--- config.mk ---
export PLATFORM = sky130hd
export DESIGN_NAME = gfx_pixel_shifter_flat
export DESIGN_NICKNAME = d
export VERILOG_FILES = /design/src/rtl/gfx_pixel_shifter_if.sv /design/src/rtl/gfx_pixel_shifter.sv /design/src/flat_wrapper.sv
export SDC_FILE = /design/constraint.sdc
export NUM_CORES = 1
export LEC_CHECK = 0
export ABC_AREA = 1
export ABC_CLOCK_PERIOD_IN_PS = 7400
export CAP_MARGIN = 25
export CORE_ASPECT_RATIO = 0.6
export CORE_UTILIZATION = 30
export CTS_CLUSTER_DIAMETER = 30
export DETAILED_ROUTE_END_ITERATION = 7
export DONT_BUFFER_PORTS = 1
export PLACE_DENSITY = 0.53
export SYNTH_ARGS = -nofsm -noshare
export SYNTH_HDL_FRONTEND = slang
export SYNTH_SLANG_ARGS = --single-unit
--- constraint.sdc ---
create_clock -name clk -period 7.4 [get_ports clk]
set_input_delay 1.85 -clock clk [delete_from_list [all_inputs] [get_ports clk]]
set_output_delay 1.85 -clock clk [all_outputs]
set_load 0.02 [all_outputs]
--- src/rtl/gfx_pixel_shifter_if.sv ---
// Pixel shifter bus: PAL timing strobes and ROM fetch in, mixer pixel out.
// The master modport drives the fetch/timing side; the shifter is the slave.
interface gfx_pixel_shifter_if #(
  parameter int PLANES = 4,
  parameter int AW     = 4
);
  logic              Cen;
  logic [15:0]       GFX_DATA;
  logic [AW-1:0]     ATTR_IN;
  logic              VLK;
  logic              AB_Sel;
  logic              PLOAD_RSHIFTn;
  logic              RL_Sel;
  logic              VDG;
  logic [PLANES-1:0] PIX_OUT;
  logic [AW-1:0]     ATTR_OUT;
  logic              PIX_OPAQUE;
  logic              UNDERRUN;

  modport master (
    output Cen, GFX_DATA, ATTR_IN, VLK, AB_Sel, PLOAD_RSHIFTn, RL_Sel, VDG,
    input  PIX_OUT, ATTR_OUT, PIX_OPAQUE, UNDERRUN
  );

  modport slave (
    input  Cen, GFX_DATA, ATTR_IN, VLK, AB_Sel, PLOAD_RSHIFTn, RL_Sel, VDG,
    output PIX_OUT, ATTR_OUT, PIX_OPAQUE, UNDERRUN
  );
endinterface

--- src/rtl/gfx_pixel_shifter.sv ---
// Graphics pixel shifter: latches two 16-bit ROM words into a 32-bit holding
// latch, parallel-loads four 8-bit bitplanes and serialises one 4-bit pixel
// per Cen, optionally flipped, with a registered pixel/attribute output.
// Optional macro GFX_PIXEL_SHIFTER_PIPE_EN adds a second output stage.
module gfx_pixel_shifter #(
  parameter int PLANES = 4,
  parameter int PW     = 8,
  parameter int AW     = 4
) (
  input  logic                 clk,
  input  logic                 reset,
  gfx_pixel_shifter_if.slave   bus
);
  localparam int HW = PLANES * PW;      // holding latch / shift register width
  localparam int CW = $clog2(PW + 1);   // pixel counter must reach PW (empty)
  localparam logic [CW-1:0] CNT_EMPTY = CW'(PW);

  logic [HW-1:0]     hold;
  logic [HW-1:0]     shreg;
  logic [HW-1:0]     shl_val;
  logic [HW-1:0]     shr_val;
  logic              dir_r;
  logic [AW-1:0]     attr_hold;
  logic [AW-1:0]     attr_r;
  logic [CW-1:0]     pix_cnt;
  logic [PLANES-1:0] head;
  logic [PLANES-1:0] pix_next;
  logic              load;

  logic [PLANES-1:0] pix_s1;
  logic [AW-1:0]     attr_s1;
  logic              opaque_s1;
  logic              underrun_s1;

  assign load = ~bus.PLOAD_RSHIFTn;

  // Per-plane head pixel and zero-filled shifted views of the shift register
  genvar gi;
  generate
    for (gi = 0; gi < PLANES; gi++) begin : g_plane
      assign head[gi] = dir_r ? shreg[gi*PW] : shreg[gi*PW + PW - 1];
      assign shl_val[gi*PW +: PW] = {shreg[gi*PW +: PW-1], 1'b0};
      assign shr_val[gi*PW +: PW] = {1'b0, shreg[gi*PW + 1 +: PW-1]};
    end
  endgenerate

  // Gate the head pixel: transparent when video is blanked or the group is spent
  assign pix_next = (bus.VDG && (pix_cnt < CNT_EMPTY)) ? head : '0;

  // Holding latch: two ROM strobes per group, attribute rides with the high half
  always_ff @(posedge clk or posedge reset) begin
    if (reset) begin
      hold      <= '0;
      attr_hold <= '0;
    end else if (bus.Cen && bus.VLK) begin
      if (bus.AB_Sel) begin
        hold[HW-1 -: 16] <= bus.GFX_DATA;
        attr_hold        <= bus.ATTR_IN;
      end else begin
        hold[15:0] <= bus.GFX_DATA;
      end
    end
  end

  // Shift register: load snapshots the old latch contents and the flip direction
  always_ff @(posedge clk or posedge reset) begin
    if (reset) begin
      shreg   <= '0;
      dir_r   <= 1'b0;
      attr_r  <= '0;
      pix_cnt <= CNT_EMPTY;
    end else if (bus.Cen) begin
      if (load) begin
        shreg   <= hold;
        dir_r   <= bus.RL_Sel;
        attr_r  <= attr_hold;
        pix_cnt <= '0;
      end else begin
        shreg <= dir_r ? shr_val : shl_val;
        if (pix_cnt != CNT_EMPTY) begin
          pix_cnt <= pix_cnt + 1'b1;
        end
      end
    end
  end

  // First output stage; underrun is sticky from a shift past empty until reload
  always_ff @(posedge clk or posedge reset) begin
    if (reset) begin
      pix_s1      <= '0;
      attr_s1     <= '0;
      opaque_s1   <= 1'b0;
      underrun_s1 <= 1'b0;
    end else if (bus.Cen) begin
      pix_s1    <= pix_next;
      attr_s1   <= attr_r;
      opaque_s1 <= |pix_next;
      if (load) begin
        underrun_s1 <= 1'b0;
      end else if (pix_cnt == CNT_EMPTY) begin
        underrun_s1 <= 1'b1;
      end
    end
  end

`ifdef GFX_PIXEL_SHIFTER_PIPE_EN
  logic [PLANES-1:0] pix_s2;
  logic [AW-1:0]     attr_s2;
  logic              opaque_s2;
  logic              underrun_s2;

  // Second output stage for timing closure towards the mixer
  always_ff @(posedge clk or posedge reset) begin
    if (reset) begin
      pix_s2      <= '0;
      attr_s2     <= '0;
      opaque_s2   <= 1'b0;
      underrun_s2 <= 1'b0;
    end else if (bus.Cen) begin
      pix_s2      <= pix_s1;
      attr_s2     <= attr_s1;
      opaque_s2   <= opaque_s1;
      underrun_s2 <= underrun_s1;
    end
  end

  assign bus.PIX_OUT    = pix_s2;
  assign bus.ATTR_OUT   = attr_s2;
  assign bus.PIX_OPAQUE = opaque_s2;
  assign bus.UNDERRUN   = underrun_s2;
`else
  assign bus.PIX_OUT    = pix_s1;
  assign bus.ATTR_OUT   = attr_s1;
  assign bus.PIX_OPAQUE = opaque_s1;
  assign bus.UNDERRUN   = underrun_s1;
`endif

endmodule

--- src/flat_wrapper.sv ---
// flat-port wrapper written by rule: the top's interface ports become plain ports
module gfx_pixel_shifter_flat 
#(
  parameter int PLANES = 4,
  parameter int PW     = 8,
  parameter int AW     = 4
)
  (clk, reset, bus_Cen, bus_GFX_DATA, bus_ATTR_IN, bus_VLK, bus_AB_Sel, bus_PLOAD_RSHIFTn, bus_RL_Sel, bus_VDG, bus_PIX_OUT, bus_ATTR_OUT, bus_PIX_OPAQUE, bus_UNDERRUN);
  gfx_pixel_shifter_if #(.PLANES(PLANES), .AW(AW)) bus_i ();
  input  logic clk;
  input  logic reset;
  input wire logic [$bits(bus_i.Cen)-1:0] bus_Cen;
  input wire logic [$bits(bus_i.GFX_DATA)-1:0] bus_GFX_DATA;
  input wire logic [$bits(bus_i.ATTR_IN)-1:0] bus_ATTR_IN;
  input wire logic [$bits(bus_i.VLK)-1:0] bus_VLK;
  input wire logic [$bits(bus_i.AB_Sel)-1:0] bus_AB_Sel;
  input wire logic [$bits(bus_i.PLOAD_RSHIFTn)-1:0] bus_PLOAD_RSHIFTn;
  input wire logic [$bits(bus_i.RL_Sel)-1:0] bus_RL_Sel;
  input wire logic [$bits(bus_i.VDG)-1:0] bus_VDG;
  output wire logic [$bits(bus_i.PIX_OUT)-1:0] bus_PIX_OUT;
  output wire logic [$bits(bus_i.ATTR_OUT)-1:0] bus_ATTR_OUT;
  output wire logic [$bits(bus_i.PIX_OPAQUE)-1:0] bus_PIX_OPAQUE;
  output wire logic [$bits(bus_i.UNDERRUN)-1:0] bus_UNDERRUN;
  assign bus_i.Cen = bus_Cen;
  assign bus_i.GFX_DATA = bus_GFX_DATA;
  assign bus_i.ATTR_IN = bus_ATTR_IN;
  assign bus_i.VLK = bus_VLK;
  assign bus_i.AB_Sel = bus_AB_Sel;
  assign bus_i.PLOAD_RSHIFTn = bus_PLOAD_RSHIFTn;
  assign bus_i.RL_Sel = bus_RL_Sel;
  assign bus_i.VDG = bus_VDG;
  assign bus_PIX_OUT = bus_i.PIX_OUT;
  assign bus_ATTR_OUT = bus_i.ATTR_OUT;
  assign bus_PIX_OPAQUE = bus_i.PIX_OPAQUE;
  assign bus_UNDERRUN = bus_i.UNDERRUN;
  gfx_pixel_shifter #(.PLANES(PLANES), .PW(PW), .AW(AW)) u_core (.clk(clk), .reset(reset), .bus(bus_i));
endmodule
==> impl_metrics.toml, run 1 <==
[status]
outcome = "completed"

[timing]
worst_hold_slack_ns = 0.472
max_freq_mhz = 324
fin_tns_setup_ns = 0
finalSetupViolations = 0
drv_slew = 0
worst_pin_slew_ns = 0.824
timing.final.ws_setup_ns = 4.31
fin_crit_ns = 3.09
finClkSkew_ns = 0.00714
slew_headroom_pct = 45.0
rsz0062_at_grt = "false"
hold_viol_final = 0
timing.final.crit_share_pct = 41.7

[route]
drt-total-wl_mm = 9.29
wl_per_cell_um = 15.6
drcViolationCount = 0
via_per_inst = 4.88
vias = 2907
dr.pass1.iters = 5
drt-initial-drc-count = 248
ant_nets = 0

[cells_and_area]
final_layout_size_suffix_gt1_share_pct = 7.19
final_core_util_pct = 34.9
nNetsFinal = 456
n_antenna_cell = 0
syn_to_final_growth_pct = 11.4

[placed_design]
gp_congestion = 0.734
dp_slack_ns = 3.98
io_buffers = 0
place_hpwl_mm = 6.19

[cts]
cts_sinks = 87
clk_latency_ns = 0.35
numCtsBuffers = 9
htree_levels = 3
root_buffer = "clkbuf_16"
tritoncts = "yes"
cts_resized = 0
post-cts-setup-buffers = 0
cts_hold_buf = 0
clkTransAtPathRegs_ns = 0.07
clock_path_buffers = 2

[synthesis]
synth-seq-area-share_pct = 57.0
yosys_warnings = 0
yosysTopAreaCellShare_pct = 56.3
yosys-top-cells-area = "dfrtp_1, nand2_1, o21ai_0"
yosysTopAreaCell = "dfrtp_1"
syn_inst = 435
syn_area_sq_um = 3820
synth_cell_types = 27
syn_nets = 465
avgSynthCellArea_sq_um = 8.79
synth-seq-cells = 87

[floorplan]
die_h_um = 89.4
die_area_sq_um = 13200
initial_utilization_pct = 31.3
die_x_um = 148
core_region_area_sq_um = 12200
rows = 31
pin_count = 38

[setup_path]
start_kind = "input port"
cpPeakStageDelay_ns = 0.57
cp_max_fo = 21
worstPathRequired_ns = 7.66
r2r_setup_slack_ns = 5.63
path_delay_family = "buffers and inverters"
path_class = "in -> reg"
cp_num_buf_inv = 2
path_cells = "inv_2 -> nand2_2 -> inv_1 -> nand2_1 -> o2111ai_1"
slowest_stage = "inv_1"
endpoint_kind = "flip-flop"
worst_ep_arrival_time_ns = 3.35

[global_routing]
grt_pass1_wl_mm = 15.1
track_usage_pct = 15.5
grt_pass1_vias = 2755
grt_overflow_total = 0
grt_antenna_before_repair = 0
grt_max_degree = 63

[min_path]
hold_class = "reg -> reg"

[power]
irDropWorstVdd_mv = 0.141
p_leak_nw = 1.96
finalPower_mw = 1.21
cellPowerDensity_nw_per_um2 = 285

[run]
maxCapViolations = 0
-- cell families (layout without fill, tap and decap cells) --
family | after synthesis | in the layout | share of synthesized area [%]
xor+xnor | 1 | 1 | 0.229
simple gates | 188 | 188 | 20.1
mux | 4 | 4 | 1.18
buf+inv | 58 | 54 | 6.87
compound gates | 95 | 95 | 14.0
fa+ha+maj | 2 | 2 | 0.655
flops | 87 | 87 | 57.0
-- registers in the layout, summed over array words and instances, names as in the netlist --
signal / cells
u_core.attr_hold: 4
u_core.pix_cnt: 4
u_core.bus.PIX_OPAQUE: 1
u_core.hold: 32
u_core.bus.PIX_OUT: 4
u_core.shreg: 32
u_core.bus.UNDERRUN: 1
u_core.bus.ATTR_OUT: 4
u_core.dir_r: 1
u_core.attr_r: 4
-- path summary, 6_finish.rpt --
kind                                                    from  depth (start not counted)                                  to
min in group asynchronous                              reset                          2          u_core.hold[2]$_DFFE_PP0P_
worst max register to register      u_core.dir_r$_DFFE_PP0P_                          4        u_core.shreg[10]$_DFFE_PP0P_
worst min register to register  u_core.attr_r[2]$_DFFE_PP0P_                          2  u_core.bus.ATTR_OUT[2]$_DFFE_PP0P_
max in group asynchronous                              reset                          3       u_core.pix_cnt[3]$_DFFE_PP1P_
worst max-delay path                       bus_PLOAD_RSHIFTn                          5         u_core.shreg[5]$_DFFE_PP0P_
worst min-delay path            u_core.attr_r[2]$_DFFE_PP0P_                          2  u_core.bus.ATTR_OUT[2]$_DFFE_PP0P_
-- Yosys cell counts (all sizes together) --
master,instances
clkbuf,9
nand2,139
inv,34
a31oi,19
nor3,1
buf,15
nand3,21
dfstp,1
o211ai,9
ha,2
nor2,26
o2111ai,2
xor2,1
o21a,2
o21ai,45
mux2,4
a21oi,18
dfrtp,86
nand3b,1
-- layout make-up --
type / count / area (sq um)
Clock buffer: 9 / 225
Clock inverter: 7 / 61.3
Fill cell: 1260 / 7960
Inverter: 34 / 129
Multi-Input combinational cell: 290 / 1380
Sequential cell: 87 / 2180
Tap cell: 165 / 206
Timing Repair Buffer: 4 / 77.6
-- layout by cell type, fill, tap and decap left out --
cell type / count
nand2_4: 1
nand2_1: 137
ha_1: 2
o2111ai_1: 2
o21a_1: 2
mux2_2: 4
nor3_1: 1
dfstp_2: 1
inv_6: 4
nor2_8: 1
inv_8: 1
inv_2: 1
buf_4: 1
nand3b_1: 1
o21ai_0: 28
o211ai_1: 9
a21oi_1: 18
clkinvlp_4: 2
clkinv_2: 1
nand3_1: 20
a31oi_1: 19
nand2_2: 1
inv_1: 32
xor2_1: 1
nor2_1: 25
nand3_2: 1
o21ai_1: 17
buf_16: 2
clkbuf_16: 9
buf_8: 1
dfrtp_1: 86
-- tightest hold or removal path: cells and delay by family, from the launching register on --
kind          cells  cell delay (ns)
flops             1             0.34
simple gates      2             0.10
-- per-stage QoR --
step / std cells / area, sq um
final: 596 / 4260
after global routing: 596 / 4260
after CTS: 595 / 4240
after detailed placement: 579 / 3960
after global placement: 577 / 3900
after floorplan: 435 / 3820
-- report_power, final --
part	internal (mW)	total, mW	switching [mW]
Clock	0.235	0.443	0.208
Combinational	0.0563	0.142	0.0861
Sequential	0.553	0.628	0.0755
-- metal layers --
layer	track usage [%]	vias up	wire, um
met5	0	-	0
met4	5.34	0	125
met3	4.23	9	521
met2	19.9	74	3400
met1	24.1	1416	5230
li1	-	1408	-
Power figures use the tool's default switching activity.
==> inputs of run 2 (changes only) <==
Settings changed: ABC_CLOCK_PERIOD_IN_PS 7400 to 2800, PLACE_DENSITY 0.53 to 0.54.
Clock period 7.4 ns to 2.8 ns, I/O delays scaled along.
==> run 2 against run 1 <==
Hold slack got worse by 0.12 ns. Setup slack got worse by 3.3 ns. Largest power group unchanged. Sequential share of layout area increased by 0.30 points. Highest routed layer unchanged. Critical path depth shrank 1. Total power grew to 2.6 times the previous value. Cell count grew 0.17%. Clock skew is 0.00091 ns lower.
==> impl_metrics.toml, run 2 (synthesis results as in run 1) <==
[cells_and_area]
syn_to_final_growth_pct = 10.8
reg_top3 = "u_core.hold (32), u_core.shreg (32)"
layout_common_cells = "nand2_1, dfrtp_1, inv_1"
final_layout_size_suffix_gt1_share_pct = 7.18
seq_area_sq_um = 2180
num-fill-cells = 1284
final_cells = 597
multi_input_area_sq_um = 1380
final_common_cell = "nand2_1"
nNetsFinal = 457
n_antenna_cell = 0

[timing]
max_freq_mhz = 556
drv_slew = 0
hold_viol_final = 0
finClkSkew_ns = 0.00623
fin_tns_setup_ns = 0
worst_pin_slew_ns = 0.807
slew_headroom_pct = 46.1
rsz0062_at_grt = "false"
finalSetupViolations = 0
fin_crit_ns = 1.80
timing.final.crit_share_pct = 64.2
timing.final.ws_setup_ns = 1.00

[cts]
clock_path_buffers = 2
post-cts-setup-buffers = 0
htree_levels = 3
cts_sinks = 87
numCtsBuffers = 9
tritoncts = "yes"
cts_hold_buf = 0
clk_latency_ns = 0.34
root_buffer = "clkbuf_16"
cts_resized = 0
clkTransAtPathRegs_ns = 0.06

[status]
outcome = "completed"

[global_routing]
grt_pass1_vias = 2847
grt_pass1_wl_mm = 15.6
grt_overflow_total = 0
track_usage_pct = 15.8
grt_antenna_before_repair = 0
grt_max_degree = 88

[setup_path]
cp_num_buf_inv = 1
path_class = "reg -> reg"
cp_max_fo = 24
endpoint_kind = "flip-flop"
r2r_setup_slack_ns = 1.00
r2r_end = "u_core.shreg[9]$_DFFE_PP0P_"
path_delay_family = "flip-flops"
r2r_cells = 4
path_cells = "nand2_4 -> inv_1 -> nand2_1 -> a31oi_1"
cpPeakStageDelay_ns = 0.62
worstPathRequired_ns = 3.05
slowest_stage = "dfrtp_1"
start_kind = "flip-flop"
worst_ep_arrival_time_ns = 2.05
r2r-start = "u_core.dir_r$_DFFE_PP0P_"

[floorplan]
rows = 31
pin_count = 38
die_area_sq_um = 13200
die_x_um = 148
initial_utilization_pct = 31.3
core_region_area_sq_um = 12200
die_h_um = 89.4

[route]
vias = 2898
wl_per_cell_um = 15.7
via_per_inst = 4.85
drt-total-wl_mm = 9.37
drcViolationCount = 0
ant_nets = 0
drt-initial-drc-count = 336
dr.pass1.iters = 5

[placed_design]
dp_slack_ns = 0.653
place_inst = 581
gp_congestion = 0.755
io_buffers = 0
place_hpwl_mm = 6.28

[power]
cellPowerDensity_nw_per_um2 = 752
p_leak_nw = 1.93
irDropWorstVdd_mv = 0.362

[min_path]
hold_class = "in -> async"

[run]
maxCapViolations = 0
-- run 2: cell count changes in the layout (fill, tap and decap cells not counted) --
cell and change:
buf_12 +1, buf_16 -2, buf_4 +3, buf_8 -1, clkbuf_1 +1, clkbuf_8 +2, clkinv_2 -1, clkinvlp_4 +3
inv_6 -4, inv_8 -1
-- run 2: worst reg2reg max path, cell delays in order, from the launching register on --
cell,delay (ns)
dfrtp_1,0.62
nand2_4,0.12
inv_1,0.62
nand2_1,0.13
a31oi_1,0.22
-- run 2: stage by stage --
stage | hold WS (ns) | instance area [sq um] | power (mW) | util [%]
after floorplan | 0.436 | 3830 | 1.93 | -
final | 0.353 | 4230 | 3.18 | 34.7
after CTS | 0.374 | 4230 | 3.22 | 34.7
after detailed placement | 0.454 | 3950 | 2.06 | 32.3
after global placement | 0.459 | 3950 | 2.04 | 32.3
after global routing | 0.366 | 4230 | 3.37 | 34.7
-- run 2: how the worst max path moves through the flow --
stage,from,to,slack [ns],depth (start not counted)
6_report,u_core.dir_r$_DFFE_PP0P_,u_core.shreg[9]$_DFFE_PP0P_,1.00,4
3_5_place_dp,bus_PLOAD_RSHIFTn,u_core.shreg[2]$_DFFE_PP0P_,0.65,5
5_1_grt,u_core.dir_r$_DFFE_PP0P_,u_core.shreg[9]$_DFFE_PP0P_,0.85,4
3_3_place_gp,bus_PLOAD_RSHIFTn,u_core.shreg[5]$_DFFE_PP0P_,0.74,5
4_1_cts,u_core.dir_r$_DFFE_PP0P_,u_core.shreg[9]$_DFFE_PP0P_,1.01,4
2_1_floorplan,reset,u_core.attr_hold[0]$_DFFE_PP0P_,1.09,1
-- run 2: per-layer routing --
metal | wire, um | share of wire, % | GRT usage (%)
met5 | 0 | 0 | 0
met4 | 72 | 0.77 | 5.25
met3 | 547 | 5.8 | 4.80
met2 | 3520 | 38 | 20.2
met1 | 5230 | 56 | 24.6
-- run 2: area by class of cell --
type                            instances  area share [%]
Tap cell                              165            4.88
Clock inverter                          4           0.709
Inverter                               34            3.10
Multi-Input combinational cell        290            32.6
Clock buffer                           12            6.06
Sequential cell                        87            51.4
Timing Repair Buffer                    5            1.18
-- run 2: power breakdown --
group	switching, mW	internal [mW]
combinational	0.229	0.145
clock	0.494	0.650
sequential	0.204	1.46
==> inputs of run 3 (changes only) <==
Settings changed: ABC_CLOCK_PERIOD_IN_PS 2800 to 1500.
Clock period 2.8 ns to 1.5 ns, I/O delays scaled along.
==> run 3 against run 2 <==
Die area did not move. Core utilization grew 1.1 points. Routed wire length down 2.6%. Critical path depth grew 1. Total power is 100% higher. Register-to-register slack got worse by 0.85 ns. Setup slack worse by 0.85 ns. Clock power grew 130%. Critical endpoint is now u_core.shreg[30]$_DFFE_PP0P_.
==> impl_metrics.toml, run 3 (synthesis results as in run 1) <==
[status]
outcome = "completed"

[cells_and_area]
final_common_cell = "nand2_1"
final_cells = 602
n_antenna_cell = 0
final_core_util_pct = 35.7
reg_top3 = "u_core.hold (32), u_core.shreg (32)"
syn_to_final_growth_pct = 14.2
nNetsFinal = 462
layout_common_cells = "nand2_1, dfrtp_1, inv_1"
fin_area_sq_um = 4360
final_layout_size_suffix_gt1_share_pct = 8.47

[floorplan]
rows = 31
die_area_sq_um = 13200
die_x_um = 148
core_region_area_sq_um = 12200
pin_count = 38
die_h_um = 89.4
initial_utilization_pct = 31.3

[setup_path]
cp_num_buf_inv = 2
worstPathRequired_ns = 1.75
path_class = "reg -> reg"
start_kind = "flip-flop"
worst_ep_arrival_time_ns = 1.60
slowest_stage = "dfrtp_1"
path_cells = "nand2_4 -> inv_1 -> buf_12 -> nand2_1 -> a31oi_1"
endpoint_kind = "flip-flop"
path_delay_family = "flip-flops"
cp_max_fo = 24
cpPeakStageDelay_ns = 0.60

[placed_design]
io_buffers = 0
place_hpwl_mm = 6.17
place_inst = 586
gp_congestion = 0.773
dp_slack_ns = 0.168
dpl-instance-area_sq_um = 4010

[timing]
fin_tns_setup_ns = 0
rsz0062_at_grt = "false"
worst_hold_slack_ns = 0.0140
finClkSkew_ns = 0.00642
finalSetupViolations = 0
drv_slew = 0
slew_headroom_pct = 68.2
timing.final.ws_setup_ns = 0.154
timing.final.crit_share_pct = 89.8
max_freq_mhz = 743
hold_viol_final = 0
fin_crit_ns = 1.35
worst_pin_slew_ns = 0.477

[route]
wl_per_cell_um = 15.2
drt-initial-drc-count = 262
drcViolationCount = 0
ant_nets = 0
via_per_inst = 4.86
vias = 2923
drt-total-wl_mm = 9.13
dr.pass1.iters = 5

[cts]
clock_path_buffers = 2
htree_levels = 3
cts_hold_buf = 0
cts_sinks = 87
post-cts-setup-buffers = 0
clk_latency_ns = 0.34
tritoncts = "yes"
root_buffer = "clkbuf_16"
clkTransAtPathRegs_ns = 0.06
numCtsBuffers = 9
cts_resized = 0

[global_routing]
grtUsageMet2_pct = 19.8
grt_pass1_wl_mm = 15.2
grt_overflow_total = 0
grt_use_met1_pct = 23.7
busiest_layer = "met1"
met3_usage_pct = 4.74
track_usage_pct = 15.3
grt_antenna_before_repair = 0
grt_pass1_vias = 2776
grt_max_degree = 88

[power]
cellPowerDensity_nw_per_um2 = 1480
p_leak_nw = 2.01
finalPower_mw = 6.44
irDropWorstVdd_mv = 0.646

[run]
maxCapViolations = 0

[min_path]
hold_class = "in -> async"
## run 3: changes by cell type in the layout (fill, tap and decap cells not counted)
cell / change
buf_4: +3
clkinvlp_4: -3
buf_12: +2
inv_6: +2
bufinv_16: +3
clkbuf_8: -1
clkbuf_1: -1
## run 3: worst paths after layout
check	startpoint	endpoint	slack, ns	cells after the start
setup / recovery	u_core.dir_r$_DFFE_PP0P_	u_core.shreg[30]$_DFFE_PP0P_	0.15	5
hold / removal	reset	u_core.hold[3]$_DFFE_PP0P_	0.01	2
setup reg to reg	u_core.dir_r$_DFFE_PP0P_	u_core.shreg[30]$_DFFE_PP0P_	0.15	5
hold reg to reg	u_core.attr_r[1]$_DFFE_PP0P_	u_core.bus.ATTR_OUT[1]$_DFFE_PP0P_	0.48	2
max in group asynchronous	reset	u_core.pix_cnt[3]$_DFFE_PP1P_	1.08	2
min in group clk	bus_Cen	u_core.shreg[0]$_DFFE_PP0P_	0.16	1
## run 3: cell type report
type | count | area [sq um]
Clock buffer | 10 | 239
Clock inverter | 6 | 115
Fill cell | 1258 | 7850
Inverter | 34 | 131
Multi-Input combinational cell | 290 | 1380
Sequential cell | 87 | 2180
Tap cell | 165 | 206
Timing Repair Buffer | 10 | 113
## run 3: layer usage
layer  part of all wire, %  vias to the layer above
met4                  0.83                        0
met5                     0                        -
met1                    56                     1418
met3                   6.2                        7
met2                    37                       73
li1                      -                     1425
## run 3: power by group
part | total, mW | internal [mW] | switching (mW)
registers | 3.08 | 2.73 | 0.354
logic | 0.730 | 0.292 | 0.437
clock network | 2.63 | 1.68 | 0.943
## run 3: worst register-to-register path: cells and delay by family (launching register included)
kind            cells  cell delay, ns
compound gates      1            0.18
simple gates        2            0.20
flops               1            0.60
buf+inv             2            0.29
